$ cat src/rtl/fma_write_buffer.sv
// fma_write_buffer
// Collects one result word from each FMA. Once every FMA has reported, the
// words form a result set, which is committed into a packed line that holds
// the last DEPTH sets. Slot 1 (the newest set) sits in the least significant
// bits of line_out. The memory block consumes line_out through its write
// buffer inputs and acknowledges with read_ack_in.
//
// Optional feature macro: WRITE_BUFFER_BYPASS_EN
//   When defined, a commit is forwarded combinationally onto
//   line_out/line_valid_out in the same cycle (zero latency).
//   When undefined, the outputs are registered (one cycle of latency).
//
// DEPTH must be at least 2, because the history shift slices off the oldest slot.
module fma_write_buffer #(
    parameter int FMA_COUNT   = 2,
    parameter int WORD_WIDTH  = 16,
    parameter int DEPTH       = 3,
    parameter int LINE_WIDTH  = FMA_COUNT * DEPTH * WORD_WIDTH,
    parameter int COUNT_WIDTH = $clog2(DEPTH + 1)
) (
    input  logic                            clk_in,
    input  logic                            rst_in,
    input  logic [FMA_COUNT*WORD_WIDTH-1:0] fma_c_in,
    input  logic [FMA_COUNT-1:0]            fma_valid_in,
    input  logic                            flush_in,
    input  logic                            read_ack_in,
    output logic [LINE_WIDTH-1:0]           line_out,
    output logic                            line_valid_out,
    output logic [COUNT_WIDTH-1:0]          count_out,
    output logic                            overflow_out,
    output logic                            dup_error_out
);

    localparam int SET_WIDTH = FMA_COUNT * WORD_WIDTH;
    localparam logic [COUNT_WIDTH-1:0] DEPTH_C = COUNT_WIDTH'(DEPTH);

    logic [SET_WIDTH-1:0]   capture_q, capture_d;
    logic [FMA_COUNT-1:0]   got_q, got_d;
    logic [LINE_WIDTH-1:0]  line_q, line_d;
    logic [COUNT_WIDTH-1:0] count_q, count_d;
    logic                   overflow_q, overflow_d;
    logic                   dup_q, dup_d;

    logic [SET_WIDTH-1:0]   newSet;
    logic [LINE_WIDTH-1:0]  shiftedLine;
    logic                   commit;
    logic                   ackEffective;
    logic                   dupHit;

    // Merge this cycle's valid words over the held captures, and detect when the set is complete.
    always_comb begin
        newSet = capture_q;
        for (int f = 0; f < FMA_COUNT; f++) begin
            if (fma_valid_in[f]) begin
                newSet[f*WORD_WIDTH +: WORD_WIDTH] = fma_c_in[f*WORD_WIDTH +: WORD_WIDTH];
            end
        end
        commit       = (&(got_q | fma_valid_in)) && !flush_in;
        shiftedLine  = {line_q[LINE_WIDTH-SET_WIDTH-1:0], newSet};
        ackEffective = read_ack_in && (count_q != '0);
        dupHit       = |(got_q & fma_valid_in);
    end

    // Next-state logic; a flush overrides capture, commit and ack.
    always_comb begin
        capture_d  = newSet;
        got_d      = got_q | fma_valid_in;
        line_d     = line_q;
        count_d    = count_q;
        overflow_d = overflow_q;
        dup_d      = dup_q | dupHit;
        if (flush_in) begin
            capture_d  = '0;
            got_d      = '0;
            line_d     = '0;
            count_d    = '0;
            overflow_d = 1'b0;
            dup_d      = 1'b0;
        end else begin
            if (commit) begin
                got_d  = '0;
                line_d = shiftedLine;
                if (ackEffective) begin
                    count_d = COUNT_WIDTH'(1);
                end else if (count_q == DEPTH_C) begin
                    overflow_d = 1'b1;
                end else begin
                    count_d = count_q + 1'b1;
                end
            end else if (ackEffective) begin
                count_d = '0;
            end
        end
    end

    // State registers with asynchronous reset that discards any partial set.
    always_ff @(posedge clk_in or posedge rst_in) begin
        if (rst_in) begin
            capture_q  <= '0;
            got_q      <= '0;
            line_q     <= '0;
            count_q    <= '0;
            overflow_q <= 1'b0;
            dup_q      <= 1'b0;
        end else begin
            capture_q  <= capture_d;
            got_q      <= got_d;
            line_q     <= line_d;
            count_q    <= count_d;
            overflow_q <= overflow_d;
            dup_q      <= dup_d;
        end
    end

    // Output drive: either registered only, or with a same-cycle forward of the committing line.
`ifdef WRITE_BUFFER_BYPASS_EN
    always_comb begin
        line_out       = commit ? shiftedLine : line_q;
        line_valid_out = commit || (count_q != '0);
    end
`else
    always_comb begin
        line_out       = line_q;
        line_valid_out = (count_q != '0);
    end
`endif

    assign count_out     = count_q;
    assign overflow_out  = overflow_q;
    assign dup_error_out = dup_q;

endmodule

$ cat config.mk
export PLATFORM = sky130hd
export DESIGN_NAME = fma_write_buffer
export DESIGN_NICKNAME = d
export VERILOG_FILES = /design/src/rtl/fma_write_buffer.sv
export SDC_FILE = /design/constraint.sdc
export NUM_CORES = 1
export LEC_CHECK = 0
export CAP_MARGIN = 40
export CORE_UTILIZATION = 50
export CTS_CLUSTER_DIAMETER = 200
export DETAILED_ROUTE_END_ITERATION = 7
export PLACE_DENSITY = 0.88
export SKIP_LAST_GASP = 1
export SYNTH_ARGS = -nofsm -noshare
export SYNTH_HDL_FRONTEND = slang
export SYNTH_SLANG_ARGS = --single-unit
$ cat constraint.sdc
create_clock -name clk_in -period 16.07 [get_ports clk_in]
set_input_delay 4.821 -clock clk_in [delete_from_list [all_inputs] [get_ports clk_in]]
set_output_delay 4.821 -clock clk_in [all_outputs]
set_load 0.02 [all_outputs]
* Word level (Yosys, flattened, before mapping)
Cells that the tools add are included.
** Storage, ports and cells
- Register bits after elaboration :: 134
- Latch bits :: 0
- Bits in writable memories :: 0
- Bits in read-only memories :: 0
- Bits of input ports :: 38
- Output and inout port bits :: 101
- Word-level logic and storage cells :: 41
- Memories :: 0
** Cells by class
- $add $sub $neg :: 1
- Multiply operators :: 0
- Div/mod/pow operators :: 0
- $lt $le $gt $ge :: 0
- Equal/unequal tests :: 3
- Shift operators :: 0
- Mux-type cells :: 17
- Bitwise logic cells :: 3
- Reductions and logical operators :: 11
** Operator list (number)
- 96-bit two-way mux :: 2
- 16-bit two-way mux :: 2
- 32-bit two-way mux :: 1
- 2-bit two-way mux :: 7
- 2-bit nonzero test :: 3
- 1-bit two-way mux :: 5
- 2-bit AND reduction :: 2
- 3-bit != test, second input constant :: 1
- 3-bit AND reduction :: 1
- 3-bit nonzero test :: 1
- 2-bit by 1-bit adder with 2-bit output, second input constant :: 1
- 2-bit bitwise AND :: 1
- 2-bit == test, second input constant :: 1
- 1-bit logical AND :: 2
- 2-bit != test, second input constant :: 1
- 2-bit OR :: 1
- 2-bit OR reduction :: 1
- 1-bit zero test :: 1
- 1-bit OR :: 1

* Depth between registers and ports, before layout
- Word-level depth :: 5
- Mapped depth :: 6
- Depth with buffers taken out :: 5

* Worst setup path after synthesis
Ideal clock, no wire load.
- Kind :: input-to-reg
- Start :: input port fma_valid_in[1]
- End :: register line_q[30], in the netlist line_out[30]
- Library setup time :: 0.118 ns
- Arrival :: 5.621 ns
- Data required time :: 15.952 ns
- Slack :: 10.331 ns
- Stages :: 5
- Buffers on the path :: 2
- Cell sequence :: buf_4 buf_4 mux2i_1 nor2_1 a21o_1
** On the way
- Longest elaborated chain between the ends :: 4
- Elaborated cells on any way between the ends :: 7
- Classes of those cells :: mux: 3; bitwise: 1; reduce/logical: 3
** Ends and longest elaborated chain
- start: declaration :: RTL line 24 : input logic [FMA_COUNT-1:0] fma_valid_in,
- 2-bit OR :: RTL line 58 : commit = (&(got_q | fma_valid_in)) && !flush_in;
- 2-bit AND reduction :: RTL line 58
- 1-bit logical AND :: RTL line 58
- 2-bit nonzero test (no line)
- end signal: assignment :: RTL line 108 : line_q <= line_d;
- end: declaration :: RTL line 39 : logic [LINE_WIDTH-1:0] line_q, line_d;
Parallel ways exist; a longest one is shown, timed or not. The select of a mux whose other input is x is not followed.
A chain may end at the register's enable or synchronous reset.

* Worst setup path after layout
- Start :: input port fma_valid_in[0]
- End :: register line_q[3], in the netlist line_out[3]
The elaborated chain is that of the path after synthesis.

==> flow_metrics.tcl <==
set metrics [dict create \
    clock_skew_ps 6.03 \
    diodes 0 \
    syn_nets 560 \
    route.vias.total 4223 \
    gp_congestion 0.769 \
    grt_max_degree 77 \
    die_h_microns 107 \
    insertion_delay_ps 520 \
    drtIter0Drc 214 \
    r2r-start "got_q[1]$_DFF_PP0_" \
    cp_max_fo 76 \
    rsz0062_at_grt "no" \
    rr_endpoint "line_out[3]$_DFFE_PP0P_" \
    sw_frac_of_total_pct 24.1 \
    syn_avg_cell_area_sq_um 10.6 \
    synth-seq-cells 134 \
    drv_cap 0 \
    post-route-drc-count 0 \
    worst_slew_pin_slew_ps 740 \
    synth_edf_count 0 \
    synth_commonest_cells "dfrtp_1 (134), nand2_1 (128), a21oi_1 (66)" \
    htreeDepth 4 \
    yosysWarnings 0 \
    netlist_area_sq_um 5490 \
    synth_flop_cell "dfrtp_1" \
    design.core.area_sq_um 10500 \
    power_density_nw_per_um2 111 \
    cts_setup_buffers 0 \
    ioPinCount 139 \
    synth_area_leaders "dfrtp_1 (61%), nand2_1 (8.7%), a21oi_1 (6.0%)" \
    crit_path_end_kind "flip-flop" \
    status "finished, final reports clean" \
    synth_cell_types 23 \
    p_leak_nw 3.47 \
    slew_viol_final 0 \
    wl_per_cell_microns 15.4 \
    post_cts_resized 0 \
    clkSinkCount 134 \
    drtAntennaViolNets 0 \
    power_frac_seq_pct 43.2 \
    cp-startpoint "fma_valid_in[0]" \
    r2r_slack_ps 13880 \
    rows 37 \
    synth_top_cell_area_share_pct 61.0 \
    yosysMostFrequentCell "dfrtp_1" \
    cp.arrival_ps 7280 \
    cts_root_buffer "clkbuf_8" \
    intPower_mw 0.632 \
    netSwitchingPower_mw 0.201 \
    overflow 0 \
    hold_viol 0 \
    numCtsBuffers 17 \
    max-vdd-ir-drop_mv 0.0645 \
    syn_inst 520 \
    slew_headroom_pct 50.6 \
    finalCritPeriodShare_pct 42.8 \
    initial_core_util_pct 52.3 \
    vias_per_cell 5.33 \
    crit_path_end "line_out[3]$_DFFE_PP0P_" \
    port_buffers 138 \
    r2r_cells 4 \
    routed_wl_microns 12200 \
    fin_tns_setup_ps 0 \
    async_flop_share_pct 100 \
    clkTransAtPathRegs_ps 60 \
    cts_tree "yes" \
    setup-violations-final 0 \
    grt.total_usage_pct 22.8 \
    finalCriticalPeriod_ps 6870 \
    die-area_sq_um 11400 \
    required_ps 16470 \
    post_dp_cell_area_sq_um 6870 \
    antenna_found_initial 0 \
    start_kind "input port" \
    fmax_ghz 0.145 \
    hold_ws_ps 521 \
    dp_hpwl_microns 7880 \
    critPathKind "input port to flip-flop" \
    synth_top_area_cell "dfrtp_1" \
    pwr-share-clk_pct 46.1 \
    dr.pass1.iters 5 \
    ys_seq_area_share_pct 61.0 \
    syn_to_final_growth_pct 36.0 \
    grt_pass1_vias 4096 \
    fin_area_sq_um 7470 \
    cts_buffer_depth 2 \
    final_nets 683 \
    ctsHoldBuffers 0 \
    die_x_microns 107 \
    comb_power_share_pct 10.7 \
    layout-drive-gt1-share_pct 6.55 \
    grt_pass1_wl_microns 20200 \
    hold_class "flip-flop to flip-flop" \
]
registers in the layout, summed over array words and instances (netlist names):
register,flops
line_out,96
capture_q,32
got_q,2
dup_error_out,1
count_out,2
overflow_out,1
cells in the final DEF (no fill, tap or decap), drive strengths merged, types with 5 or more instances in the layout:
cell type / instances
clkdlybuf4s50: 137
dfrtp: 134
nand2: 128
a21oi: 66
nor2: 36
a21o: 33
mux2i: 32
nor3b: 32
clkbuf: 20
buf: 8
clkinv: 5
routing by layer:
layer / vias to the layer above / global-route usage (%) / wire length [microns]
li1: 1981 / - / -
met1: 2085 / 29.0 / 5080
met2: 144 / 36.6 / 6100
met3: 13 / 7.29 / 860
met4: 0 / 8.71 / 146
met5: - / 0 / 0
stage by stage:
stage / setup slack (ps) / utilization, % / cells / power (mW)
6_report: 9200 / 71.1 / 792 / 0.833
5_1_grt: 9010 / 71.1 / 792 / 0.866
4_1_cts: 9220 / 71.1 / 792 / 0.840
3_5_place_dp: 8720 / 65.4 / 760 / 0.455
3_3_place_gp: 8780 / 65.1 / 759 / 0.451
2_1_floorplan: 7670 / - / 520 / 0.421
how the worst min path moves through the flow:
stage	to	slack [ps]	cells after the start	from
finish	line_out[80]$_DFFE_PP0P_	520	2	line_out[80]$_DFFE_PP0P_
global route	line_out[85]$_DFFE_PP0P_	550	2	line_out[85]$_DFFE_PP0P_
CTS	overflow_out$_DFFE_PP0P_	520	2	overflow_out$_DFFE_PP0P_
detailed placement	overflow_out$_DFFE_PP0P_	510	2	overflow_out$_DFFE_PP0P_
global placement	overflow_out$_DFFE_PP0P_	490	2	overflow_out$_DFFE_PP0P_
floorplan	capture_q[0]$_DFF_PP0_	500	2	capture_q[0]$_DFF_PP0_
critical path, cell delays in order:
cell and delay (ps):
clkdlybuf4s50_1 460, buf_4 330, o22a_4 580, buf_4 690
nor3b_1 130, a21o_1 190
logic make-up (layout without fill, tap and decap cells):
family	after synthesis	in the layout	share of synthesized area, %
multiplexers	32	32	5.83
buffers and inverters	45	181	4.90
AO/OA/AOI/OAI	105	105	11.5
flip-flops	134	134	61.0
AND/OR/NAND/NOR	202	202	16.2
adder cells (fa/ha/maj)	2	2	0.455
power groups by stage:
stage	Clock [mW]	Sequential (mW)	Combinational (mW)
after global placement	0	0.364	0.0867
after detailed placement	0	0.365	0.0899
after CTS	0.390	0.359	0.0905
final	0.384	0.359	0.0893
after floorplan	0	0.373	0.0480
after global routing	0.407	0.361	0.0979
area by class of cell:
cell class	count	area [sq um]
fillers	760	3040
well taps	136	170
clock inverters	12	153
multi-input cells	341	1880
clock buffers	20	445
inverters	4	17.5
repair buffers	145	1450
flip-flops and latches	134	3350
(Power assumes the default switching activity.)
